==> src/rtl/uart_loader_pkg.sv <==
// Shared types and constants for the serial instruction-memory loader.
package uart_loader_pkg;

    typedef enum logic [1:0] {RX_IDLE, RX_START, RX_DATA, RX_STOP} rx_state_t;

    localparam int BYTE_W     = 8;
    localparam int WORD_BYTES = 4;

    // Width needed to count up to timeout_bits * clks_per_bit idle cycles.
    function automatic int tmo_cnt_width(input int timeout_bits, input int clks_per_bit);
        return $clog2(timeout_bits * clks_per_bit + 1);
    endfunction

endpackage

==> src/rtl/uart_rx_byte.sv <==
// 8N1 byte receiver: rx synchronizer, framing FSM, registered byte/valid
// and a one-cycle framing-error pulse. The line is sampled near mid-bit.
module uart_rx_byte
    import uart_loader_pkg::*;
#(
    parameter int CLKS_PER_BIT = 434
) (
    input  logic              clk_i,
    input  logic              rst_i,
    input  logic              rx_i,
    output logic [BYTE_W-1:0] byte_o,
    output logic              byte_valid_o,
    output logic              frame_err_o,
    output logic              idle_o
);

    localparam int            CW   = $clog2(CLKS_PER_BIT);
    localparam logic [CW-1:0] HALF = CW'(CLKS_PER_BIT / 2);
    localparam logic [CW-1:0] LAST = CW'(CLKS_PER_BIT - 1);
    localparam logic [CW-1:0] ONE  = CW'(1);

    logic              sync1_q, sync2_q;
    rx_state_t         state_q, state_d;
    logic [CW-1:0]     cnt_q, cnt_d;
    logic [2:0]        bit_q, bit_d;
    logic [BYTE_W-1:0] shift_q, shift_d;
    logic [BYTE_W-1:0] byte_q, byte_d;
    logic              valid_q, valid_d;
    logic              ferr_q, ferr_d;
    logic              rxs;

    assign rxs          = sync2_q;
    assign byte_o       = byte_q;
    assign byte_valid_o = valid_q;
    assign frame_err_o  = ferr_q;
    assign idle_o       = (state_q == RX_IDLE);

    // Next-state logic of the framing FSM; valid/error are single-cycle pulses.
    always_comb begin
        state_d = state_q;
        cnt_d   = cnt_q;
        bit_d   = bit_q;
        shift_d = shift_q;
        byte_d  = byte_q;
        valid_d = 1'b0;
        ferr_d  = 1'b0;
        case (state_q)
            RX_IDLE: begin
                cnt_d = '0;
                bit_d = 3'd0;
                if (!rxs) state_d = RX_START;
                else      state_d = RX_IDLE;
            end
            RX_START: begin
                if (cnt_q == HALF) begin
                    cnt_d = '0;
                    if (!rxs) state_d = RX_DATA;
                    else      state_d = RX_IDLE;
                end else begin
                    cnt_d = cnt_q + ONE;
                end
            end
            RX_DATA: begin
                if (cnt_q == LAST) begin
                    cnt_d   = '0;
                    shift_d = {rxs, shift_q[BYTE_W-1:1]};
                    bit_d   = bit_q + 3'd1;
                    if (bit_q == 3'd7) state_d = RX_STOP;
                    else               state_d = RX_DATA;
                end else begin
                    cnt_d = cnt_q + ONE;
                end
            end
            RX_STOP: begin
                if (cnt_q == LAST) begin
                    cnt_d   = '0;
                    state_d = RX_IDLE;
                    if (rxs) begin
                        valid_d = 1'b1;
                        byte_d  = shift_q;
                    end else begin
                        ferr_d = 1'b1;
                    end
                end else begin
                    cnt_d = cnt_q + ONE;
                end
            end
            default: state_d = RX_IDLE;
        endcase
    end

    // Synchronizer and FSM registers; the synchronizer idles high.
    always_ff @(posedge clk_i) begin
        if (rst_i) begin
            sync1_q <= 1'b1;
            sync2_q <= 1'b1;
            state_q <= RX_IDLE;
            cnt_q   <= '0;
            bit_q   <= 3'd0;
            shift_q <= '0;
            byte_q  <= '0;
            valid_q <= 1'b0;
            ferr_q  <= 1'b0;
        end else begin
            sync1_q <= rx_i;
            sync2_q <= sync1_q;
            state_q <= state_d;
            cnt_q   <= cnt_d;
            bit_q   <= bit_d;
            shift_q <= shift_d;
            byte_q  <= byte_d;
            valid_q <= valid_d;
            ferr_q  <= ferr_d;
        end
    end

endmodule

==> src/rtl/uart_imem_loader.sv <==
// Packs received UART bytes little-endian into 32-bit words and issues one
// write strobe per word to the instruction-memory programming port.
module uart_imem_loader
    import uart_loader_pkg::*;
#(
    parameter int          CLKS_PER_BIT = 434,
    parameter int          TIMEOUT_BITS = 32,
    parameter logic [31:0] BASE_ADDR    = 32'h0000_0000
) (
    input  logic        clk,
    input  logic        Rst,
    input  logic        prog,
    input  logic        rx,
    output logic        memcon_prog_ena,
    output logic [31:0] uart_dout,
    output logic        imem_prog_we,
    output logic [31:0] imem_prog_addr,
    output logic [15:0] word_count,
    output logic        frame_err
);

    localparam int            TW       = tmo_cnt_width(TIMEOUT_BITS, CLKS_PER_BIT);
    localparam logic [TW-1:0] TMO_LAST = TW'(TIMEOUT_BITS * CLKS_PER_BIT - 1);
    localparam int            PART_W   = BYTE_W * (WORD_BYTES - 1);

    logic [BYTE_W-1:0] rx_byte_s;
    logic              rx_valid_s, rx_ferr_s, rx_idle_s;

    logic              ena_q, ena_d;
    logic [31:0]       dout_q, dout_d;
    logic              we_q, we_d;
    logic [31:0]       addr_q, addr_d;
    logic [15:0]       cnt_q, cnt_d;
    logic              ferr_q, ferr_d;
    logic [1:0]        k_q, k_d;
    logic [PART_W-1:0] part_q, part_d;
    logic [TW-1:0]     tmo_q, tmo_d;
    logic              rise_s, fall_s, accept_s;

    uart_rx_byte #(.CLKS_PER_BIT(CLKS_PER_BIT)) u_rx (
        .clk_i        (clk),
        .rst_i        (Rst),
        .rx_i         (rx),
        .byte_o       (rx_byte_s),
        .byte_valid_o (rx_valid_s),
        .frame_err_o  (rx_ferr_s),
        .idle_o       (rx_idle_s)
    );

    assign memcon_prog_ena = ena_q;
    assign uart_dout       = dout_q;
    assign imem_prog_we    = we_q;
    assign imem_prog_addr  = addr_q;
    assign word_count      = cnt_q;
    assign frame_err       = ferr_q;

    // A byte arriving on the cycle the session closes is dropped.
    assign rise_s   = prog && !ena_q;
    assign fall_s   = !prog && ena_q;
    assign accept_s = rx_valid_s && ena_q && prog;

    // Assembler, address/count bookkeeping, timeout and session edges;
    // later assignments take priority (session rise wins over everything).
    always_comb begin
        ena_d  = prog;
        dout_d = dout_q;
        we_d   = 1'b0;
        addr_d = addr_q;
        cnt_d  = cnt_q;
        ferr_d = ferr_q;
        k_d    = k_q;
        part_d = part_q;
        tmo_d  = tmo_q;

        // Address and count advance the cycle after the strobe.
        if (we_q) begin
            addr_d = addr_q + 32'd4;
            cnt_d  = (cnt_q == 16'hFFFF) ? cnt_q : cnt_q + 16'd1;
        end else begin
            addr_d = addr_q;
        end

        if (rx_ferr_s) ferr_d = 1'b1;
        else           ferr_d = ferr_q;

        // Partial-word timeout only counts while the line is idle.
        if (k_q == 2'd0 || accept_s) begin
            tmo_d = '0;
        end else if (rx_idle_s) begin
            if (tmo_q == TMO_LAST) begin
                tmo_d = '0;
                k_d   = 2'd0;
            end else begin
                tmo_d = tmo_q + TW'(1);
            end
        end else begin
            tmo_d = tmo_q;
        end

        if (accept_s) begin
            case (k_q)
                2'd3: begin
                    dout_d = {rx_byte_s, part_q};
                    we_d   = 1'b1;
                    k_d    = 2'd0;
                end
                default: begin
                    part_d[{k_q, 3'b000} +: BYTE_W] = rx_byte_s;
                    k_d = k_q + 2'd1;
                end
            endcase
        end else begin
            part_d = part_q;
        end

        if (fall_s) begin
            k_d   = 2'd0;
            tmo_d = '0;
        end else begin
            ena_d = prog;
        end

        if (rise_s) begin
            ferr_d = 1'b0;
            cnt_d  = 16'd0;
            k_d    = 2'd0;
            tmo_d  = '0;
            addr_d = BASE_ADDR;
        end else begin
            ena_d = prog;
        end
    end

    // Loader state registers.
    always_ff @(posedge clk) begin
        if (Rst) begin
            ena_q  <= 1'b0;
            dout_q <= 32'd0;
            we_q   <= 1'b0;
            addr_q <= BASE_ADDR;
            cnt_q  <= 16'd0;
            ferr_q <= 1'b0;
            k_q    <= 2'd0;
            part_q <= '0;
            tmo_q  <= '0;
        end else begin
            ena_q  <= ena_d;
            dout_q <= dout_d;
            we_q   <= we_d;
            addr_q <= addr_d;
            cnt_q  <= cnt_d;
            ferr_q <= ferr_d;
            k_q    <= k_d;
            part_q <= part_d;
            tmo_q  <= tmo_d;
        end
    end

endmodule

==> config.mk <==
export PLATFORM = sky130hd
export DESIGN_NAME = uart_imem_loader
export DESIGN_NICKNAME = d
export VERILOG_FILES = /design/src/rtl/uart_loader_pkg.sv /design/src/rtl/uart_rx_byte.sv /design/src/rtl/uart_imem_loader.sv
export SDC_FILE = /design/constraint.sdc
export NUM_CORES = 1
export LEC_CHECK = 0
export BUFFER_PORTS_ARGS = -buffer_cell sky130_fd_sc_hd__buf_2
export CORE_MARGIN = 2
export CORE_UTILIZATION = 54
export CTS_BUF_LIST = sky130_fd_sc_hd__clkbuf_4 sky130_fd_sc_hd__clkbuf_8
export DETAILED_ROUTE_END_ITERATION = 6
export PLACE_DENSITY = 0.78
export SYNTH_ARGS = -nofsm -noshare
export SYNTH_HDL_FRONTEND = slang
export SYNTH_SLANG_ARGS = --single-unit
==> constraint.sdc <==
create_clock -name clk -period 1.7 [get_ports clk]
set_input_delay 0.255 -clock clk [delete_from_list [all_inputs] [get_ports clk]]
set_output_delay 0.255 -clock clk [all_outputs]
set_load 0.05 [all_outputs]
==> results.cfg, run 1 <==
[outcome]
outcome = finished clean

[die]
initial_core_util_pct = 55.2
die_w_microns = 115
rows = 40
die_h_microns = 115
core-area_sq_um = 12000
ios = 87
die_area_sq_um = 13200

[sta]
period_share_pct = 99.1
maxSlewViolCount = 0
rsz0062_at_grt = true
holdWs_ns = 0.115
slew_headroom_pct = 63.2
hold_viol = 0
period_minus_slack_ns = 1.68
setup-violations-final = 0
tightest_slew_ns = 0.549
setup_tns_ns = 0
skew_ns = 0.0156
fmaxAchievable_ghz = 0.594

[logic_synthesis]
ys_warn_count = 0
synth_seq_cells = 155
ys_types = 54
ys_seq_area_share_pct = 46.8
syn-cell-area_sq_um = 6630
ys_async_sr_fraction_pct = 0
syn_area_per_cell_sq_um = 8.43
postSynthCellCount = 787
synth_edf_count = 0
synth_flop_cell = dfxtp_1

[worst_setup_path]
crit_chain = inv_2 -> ha_4 -> nand3b_1 -> o41ai_1 -> a211o_2 -> nor2_1
cp_max_fo = 9
startpoint_type = flop
max_stage_delay_ns = 0.52
slowest_stage = o41ai_1
critical_path_class = flop to flop
worst_ep_required_time_ns = 2.05
cp.arrival_ns = 2.03
endpoint_kind = flop

[power_and_ir_drop]
leakage_nw = 3.10
netSwitchingPower_mw = 1.49
power.density_nw_per_um2 = 768
internal_power_mw = 4.87
p_sw_share_pct = 23.5
power_frac_clock_pct = 41.3
ir_drop_mv = 0.673
p_seq_share_pct = 56.5
finalPower_mw = 6.36
combPwrFrac_pct = 2.1

[clock_tree]
worstSkewPairLatency_ns = 0.46
cts_max_level = 4
path_clk_slew_ns = 0.08
numCtsBuffers = 17
cts-root-buf = clkbuf_8
cts_tree = done
cts_sinks = 155
cts_max_path_buffers = 2

[global_routing]
grt_pass1_vias = 5813
track_usage_pct = 24.8
grt_overflow = 0
grt_max_degree = 44
grt_pass1_wl_mm = 26.5
antenna_found_initial = 0

[layout]
drive_above_1_share_pct = 29.4
fin_util_pct = 69.0
diodes = 0
nNetsFinal = 933
register_area_sq_um = 3230
multi_input_area_sq_um = 3450
area_growth_pct = 24.9
layout_commonest_cell = nand2_1
fill_cells = 934
final_cell_mix = 125 x nand2_1, 108 x dfxtp_1, 84 x a21oi_1, 84 x buf_2, 63 x nor2_1

[drt]
ant_nets = 0
wl_mm = 16.4
vias = 6226
routedWlPerCell_microns = 15.2
drt_iter0_drc = 489
dr.pass1.iters = 5
drt-vias-per-instance = 5.79
drc = 0

[min_path]
hold_path.class = input port to flop

[placement]
hpwlAfterDp_mm = 11.5
globalplace.congestion = 0.926
numPortBuffers = 84

[job]
max-cap-violations = 0
## synth_stat cells (4+ instances only)
| cell | count | share of area, % |
|---|---|---|
| a21oi_1 | 86 | 6.5 |
| a31oi_1 | 6 | 0.57 |
| and2_1 | 7 | 0.66 |
| and3_1 | 8 | 0.75 |
| and4_1 | 6 | 0.79 |
| clkbuf_1 | 38 | 2.2 |
| dfxtp_1 | 155 | 47 |
| ha_1 | 12 | 2.3 |
| inv_1 | 19 | 1.1 |
| mux2i_1 | 19 | 2.9 |
| nand2_1 | 125 | 7.1 |
| nand3_1 | 51 | 3.8 |
| nand3b_1 | 8 | 0.91 |
| nand4_1 | 22 | 2.1 |
| nor2_1 | 63 | 3.6 |
| nor3_1 | 12 | 0.91 |
| nor3b_1 | 4 | 0.45 |
| nor4_1 | 13 | 1.2 |
| o21ai_0 | 11 | 0.83 |
| o31ai_1 | 17 | 1.9 |
| or2_2 | 7 | 0.66 |
| or3_1 | 10 | 0.94 |
| or4_1 | 13 | 1.5 |
| xnor2_1 | 19 | 2.5 |
| xor2_1 | 11 | 1.5 |
## critical path, delay by kind of cell (launching register included)
kind / cells / cell delay, ns
fa+ha+maj: 1 / 0.11
compound gates: 2 / 0.82
flops: 1 / 0.33
simple gates: 2 / 0.26
buf+inv: 1 / 0.06
## cells by family after synthesis
logic type | after synthesis | share of synthesized area (%)
flip-flops | 155 | 46.8
AO/OA/AOI/OAI | 135 | 11.6
other | 1 | 0.0565
buffers and inverters | 62 | 3.66
AND/OR/NAND/NOR | 373 | 28.8
adder cells (fa/ha/maj) | 12 | 2.26
XOR/XNOR | 30 | 3.96
multiplexers | 19 | 2.87
## power by group through the flow
stage	Combinational [mW]	Clock [mW]	Sequential, mW
6_report	0.136	2.63	3.60
5_1_grt	0.147	2.83	3.60
4_1_cts	0.133	2.69	3.60
3_5_place_dp	0.131	0	3.68
3_3_place_gp	0.128	0	3.68
2_1_floorplan	0.0930	0	3.69
## layout make-up
cell class                      count  area share, %
Timing Repair Buffer              153           11.8
Inverter                           19          0.861
Tap cell                          147           2.22
Multi-Input combinational cell    571           41.7
Sequential cell                   155           39.0
Clock inverter                     11           1.28
Clock buffer                       19           3.16
## layer usage
metal / GRT usage (%) / vias to the layer above / part of all wire (%)
met5: 0 / - / 0
met4: 8.35 / 0 / 1.5
met3: 6.75 / 27 / 5.3
met2: 42.3 / 193 / 50
met1: 30.3 / 2969 / 43
li1: - / 3037 / -
## repair_timing
action	4_1_cts	5_1_grt
setup endpoints to repair	7	80
hold buffers	1	0
gates resized for setup	3	29
pin swaps	4	8
buffers inserted	4	10
hold endpoints to repair	1	0
gates cloned	0	0
## sequential cells by signal, summed over array words and instances, names as in the netlist, 2 cells and up, named ones only
name,cells
part_q,24
u_rx.cnt_q,9
u_rx.byte_o,8
u_rx.bit_q,3
word_count,16
imem_prog_addr,30
u_rx.shift_q,8
uart_dout,32
tmo_q,14
k_q,2
## through the flow
stage / cell area [sq um] / instances / setup slack, ns
after floorplan: 6880 / 788 / -0.119
after global placement: 7700 / 1030 / 0.0459
after detailed placement: 7700 / 1030 / -0.0422
after CTS: 8110 / 1065 / 0.00647
after global routing: 8280 / 1075 / -0.0678
final: 8280 / 1075 / 0.0153
## worst paths after layout
check	startpoint	end	slack [ns]	cells after the start
setup / recovery	u_rx.cnt_q[1]	u_rx.cnt_q[7]	0.02	6
hold / removal	prog	memcon_prog_ena	0.12	2
setup reg to reg	u_rx.cnt_q[1]	u_rx.cnt_q[7]	0.02	6
hold reg to reg	u_rx.sync1_q	u_rx.rxs	0.42	1
Note: power is estimated with default switching activity, not from simulation.
==> run 2: changes to the inputs <==
- CELL_PAD_IN_SITES_DETAIL_PLACEMENT: not set -> 1
- CELL_PAD_IN_SITES_GLOBAL_PLACEMENT: not set -> 2
- CORE_UTILIZATION: 54 -> 32
- PLACE_DENSITY: 0.78 -> not set
- PLACE_DENSITY_LB_ADDON: not set -> 0.1
==> run 2 against run 1 <==
  * Total power increased by 4.9%
  * Highest routed layer unchanged
  * Core utilization decreased by 26 points
  * Non-clock buffer count increased by 20
==> results.cfg, run 2 (synthesis gave the netlist of run 1 again) <==
[power_and_ir_drop]
internal_power_mw = 5.19
netSwitchingPower_mw = 1.49
ir_drop_mv = 0.416
finalPower_mw = 6.67
power_frac_clock_pct = 44.0
p_sw_share_pct = 22.3
leakage_nw = 3.25
power.density_nw_per_um2 = 763
combPwrFrac_pct = 2.1
p_seq_share_pct = 53.8

[layout]
nNetsFinal = 953
drive_above_1_share_pct = 33.2
layout_commonest_cell = nand2_1
largest_reg_flops = 32
final_cell_mix = 123 x nand2_1, 108 x dfxtp_1, 84 x buf_2, 83 x buf_4, 79 x a21oi_1
fill_cells = 2444
area_growth_pct = 31.9
diodes = 0
design_area_sq_um = 8750
fin_util_pct = 43.1

[global_routing]
grt_max_degree = 55
grt_pass1_vias = 6477
antenna_found_initial = 0
track_usage_pct = 17.8
grt_pass1_wl_mm = 32.0
grt_overflow = 0

[placement]
place_ws_ns = -0.0297
numPortBuffers = 84
globalplace.congestion = 0.792
hpwlAfterDp_mm = 14.0
dpl_cell_area_sq_um = 8010

[sta]
setup_ws_ns = 0.00996
period_minus_slack_ns = 1.69
setup-violations-final = 0
rsz0062_at_grt = true
setup_tns_ns = 0
fmaxAchievable_ghz = 0.592
hold_viol = 0
maxSlewViolCount = 0
period_share_pct = 99.4
skew_ns = 0.0133
tightest_slew_ns = 0.632
slew_headroom_pct = 57.7

[worst_setup_path]
regToRegStartpoint = u_rx.cnt_q[1]
crit_start = u_rx.cnt_q[1]
cp_max_fo = 8
endpoint_kind = flop
worst_ep_required_time_ns = 2.02
cp-endpoint = u_rx.byte_o[6]
ff2ff_setup_slack_ns = 0.01
critical_path_class = flop to flop
rr_worst_depth = 6
r2r-end = u_rx.byte_o[6]
startpoint_type = flop
cp.arrival_ns = 2.01

[clock_tree]
numCtsBuffers = 17
cts-root-buf = clkbuf_8
cts_max_level = 4
cts_sinks = 155
cts_tree = done
worstSkewPairLatency_ns = 0.44
path_clk_slew_ns = 0.09
cts_max_path_buffers = 2

[drt]
drc = 0
routedWlPerCell_microns = 15.8
drt_iter0_drc = 199
ant_nets = 0
wl_mm = 19.2
drt-vias-per-instance = 5.07
dr.pass1.iters = 4
vias = 6180

[die]
die_area_sq_um = 21900
die_h_microns = 148
rows = 52
core-area_sq_um = 20300
ios = 87
die_w_microns = 148
initial_core_util_pct = 32.7

[job]
max-cap-violations = 0

[min_path]
hold_path.class = input port to flop

[outcome]
outcome = finished clean
[run 2: per-layer routing]
metal | GRT usage (%) | part of all wire, % | wire length, microns | up-vias
met4 | 5.10 | 1.9 | 361 | 0
met3 | 3.70 | 3.0 | 573 | 26
met2 | 31.8 | 49 | 9510 | 89
li1 | - | - | - | 3076
met5 | 0 | 0 | 0 | -
met1 | 21.7 | 46 | 8800 | 2989
[run 2: worst max-delay path: stages (launching register included)]
cell and delay, ns:
dfxtp_2 0.33, inv_2 0.06, ha_4 0.11, nand3b_1 0.15, or4_4 0.62, mux2i_1 0.23, nor2_1 0.06
[run 2: worst min-delay path by stage]
stage                             from              end  slack (ns)  depth (start not counted)
final                             prog  memcon_prog_ena        0.14                          2
after CTS                         prog  memcon_prog_ena        0.11                          2
after global placement    u_rx.sync1_q         u_rx.rxs        0.40                          1
after detailed placement  u_rx.sync1_q         u_rx.rxs        0.40                          1
after global routing              prog  memcon_prog_ena        0.12                          2
after floorplan                     rx     u_rx.sync1_q        0.36                          1
[run 2: power groups by stage]
stage	combinational (mW)	clock, mW	sequential (mW)
6_report	0.142	2.94	3.59
5_1_grt	0.158	3.21	3.59
4_1_cts	0.143	3.07	3.60
3_5_place_dp	0.139	0	3.68
3_3_place_gp	0.138	0	3.68
2_1_floorplan	0.0930	0	3.69
[run 2: area by class of cell]
| cell class | count | area (sq um) | share of cell area, % |
|---|---|---|---|
| inverters | 19 | 71.3 | 0.815 |
| flip-flops and latches | 155 | 3230 | 37.0 |
| clock inverters | 11 | 143 | 1.63 |
| multi-input cells | 571 | 3550 | 40.6 |
| well taps | 270 | 338 | 3.86 |
| repair buffers | 173 | 1140 | 13.0 |
| clock buffers | 21 | 277 | 3.16 |
[run 2: metrics by stage]
stage | instances | hold slack (ns)
after floorplan | 788 | 0.359
final | 1220 | 0.144
after global routing | 1220 | 0.118
after global placement | 1172 | 0.402
after detailed placement | 1172 | 0.397
after CTS | 1209 | 0.110
[run 2: repair_timing]
action | CTS | global route
endpoints found under the hold margin | 1 | 0
hold buffers | 1 | 0
gates resized for setup | 15 | 47
endpoints found under the setup margin | 20 | 75
pin swaps | 4 | 10
buffers inserted | 4 | 12
==> run 3: changes to the inputs <==
- BUFFER_PORTS_ARGS: -buffer_cell sky130_fd_sc_hd__buf_2 -> not set
- CORE_UTILIZATION: 32 -> 36
- DONT_BUFFER_PORTS: not set -> 1
==> run 3 against run 2 <==
  * The run now ends with hold timing left
  * Non-clock buffer count shrank 59
  * Critical path depth decreased by 2
  * Core utilization grew 4.1 points
  * Die area is 11% lower
  * Sequential cell count unchanged
  * Wire length decreased by 2.9%
  * Register-to-register slack improved by 0.05 ns
  * Clock power increased by 4%
  * Worst hold slack got worse by 0.28 ns
  * Final cell count shrank 8.1%
  * Final area shrank 2.7%
  * Critical path type unchanged
==> results.cfg, run 3 (synthesis gave the netlist of run 1 again) <==
[worst_setup_path]
crit_path_frequent_cell = or4_4
slowest_stage = or4_4
cp.arrival_ns = 2.03
endpoint_kind = flop
ff2ff_setup_slack_ns = 0.06
crit_chain = inv_1 -> or4_4 -> or4_4 -> a21oi_2
rr_worst_depth = 4
worst_ep_required_time_ns = 2.09
cp_max_fo = 7
max_stage_delay_ns = 0.55
startpoint_type = flop
regToRegStartpoint = word_count[3]
r2r-end = word_count[13]
critical_path_class = flop to flop

[placement]
hpwlAfterDp_mm = 13.3
globalplace.congestion = 0.783
numPortBuffers = 0

[die]
die_h_microns = 140
die_w_microns = 140
rows = 49
ios = 87
core-area_sq_um = 18000
initial_core_util_pct = 36.8
die_area_sq_um = 19500

[drt]
wl_met3_microns = 907
ant_nets = 0
drc = 0
met1_length_mm = 8.13
vias = 6047
top_layer_used = met4
dr.pass1.iters = 5
wl_met2_mm = 9.45
routedWlPerCell_microns = 16.7
wl_mm = 18.7
drt-vias-per-instance = 5.39
drt_iter0_drc = 176

[sta]
setup_tns_ns = 0
maxSlewViolCount = 0
hold_viol = 81
setup-violations-final = 0
rsz0062_at_grt = true
tightest_slew_ns = 0.577
period_minus_slack_ns = 1.64
skew_ns = 0.0157
period_share_pct = 96.5
fmaxAchievable_ghz = 0.610
holdWs_ns = -0.132
slew_headroom_pct = 61.4

[clock_tree]
path_clk_slew_ns = 0.10
cts-root-buf = clkbuf_8
worstSkewPairLatency_ns = 0.46
cts_max_path_buffers = 2
cts_max_level = 4
cts_sinks = 155
numCtsBuffers = 17
cts_tree = done
hold_buffers = 5

[layout]
area_growth_pct = 28.3
drive_above_1_share_pct = 27.6
largest_reg_flops = 32
final_cell_mix = 124 x nand2_1, 106 x dfxtp_1, 104 x buf_4, 80 x a21oi_1, 63 x nor2_1
diodes = 0
nNetsFinal = 895
layout_commonest_cell = nand2_1

[min_path]
holdPathEnd = imem_prog_we
holdPathStages = 1
hold_start = Rst
hold_path.class = input port to flop

[global_routing]
grt_pass1_wl_mm = 30.9
grt_max_degree = 93
antenna_found_initial = 0
grt_overflow = 0
track_usage_pct = 19.1
grt_pass1_vias = 6356

[power_and_ir_drop]
leakage_nw = 2.95
finalPower_mw = 6.77
power.density_nw_per_um2 = 796
ir_drop_mv = 0.472

[outcome]
outcome = finished with violations
violations = hold timing

[job]
max-cap-violations = 0
==> run 3: changes by cell type in the layout (fill, tap and decap cells not counted), sizes merged <==
cell         previous run  this run
clkinvlp                2         0
clkbuf                 21        18
clkinv                  5         3
a211o                   1         2
buf                   172       109
bufinv                  3         2
dlygate4sd3             1         5
inv                    20        28
==> run 3: final cells by class <==
| class | instances | area (sq um) |
|---|---|---|
| fill | 2117 | 9520 |
| clock buffer | 18 | 248 |
| clock inverter | 14 | 195 |
| multi-input combinational | 572 | 3550 |
| sequential | 155 | 3230 |
| timing repair buffer | 114 | 922 |
| inverter | 19 | 71.3 |
| tap | 229 | 287 |
==> run 3: worst max path at each step <==
stage	startpoint	endpoint	slack (ns)	cells past startpoint
4_1_cts	imem_prog_addr[13]	imem_prog_addr[31]	0.02	4
3_3_place_gp	imem_prog_addr[22]	imem_prog_addr[31]	0.05	4
5_1_grt	u_rx.cnt_q[1]	u_rx.byte_o[2]	-0.05	7
6_report	word_count[3]	word_count[13]	0.06	4
3_5_place_dp	imem_prog_addr[22]	imem_prog_addr[29]	-0.01	4
2_1_floorplan	imem_prog_addr[20]	imem_prog_addr[31]	-0.12	5
==> run 3: metrics by stage <==
stage / cells / worst slack (ns) / instance area, sq um / util (%)
floorplan: 788 / -0.119 / 6880 / -
global placement: 1071 / 0.0485 / 7710 / 42.8
detailed placement: 1071 / -0.0117 / 7710 / 42.8
CTS: 1109 / 0.0154 / 8220 / 45.6
global route: 1121 / -0.0471 / 8510 / 47.2
finish: 1121 / 0.0597 / 8510 / 47.2
==> run 3: what timing repair did <==
action,in CTS,in global routing
setup buffers,1,11
pin swaps,2,17
setup endpoints to repair,12,86
cloned,0,1
gates resized for setup,4,46
hold endpoints to repair,87,84
==> run 3: worst max-delay path: cells and delay by family, from the launching register on <==
family | cells | cell delay (ns)
compound gates | 1 | 0.12
buf+inv | 1 | 0.08
flops | 1 | 0.39
simple gates | 2 | 0.98
==> run 3: where the power goes <==
| part | internal, mW | switching [mW] | total [mW] | leakage (nW) |
|---|---|---|---|---|
| Clock | 1.44 | 1.62 | 3.06 | 0.225 |
| Sequential | 3.59 | 0.00505 | 3.59 | 1.28 |
| Combinational | 0.0426 | 0.0697 | 0.112 | 1.44 |
| Total | 5.08 | 1.69 | 6.77 | 2.95 |
==> run 3: routing by layer <==
metal	global-route usage [%]	up-vias
li1	-	2970
met1	22.6	2967
met2	33.9	94
met3	5.33	16
met4	5.37	0
met5	0	-
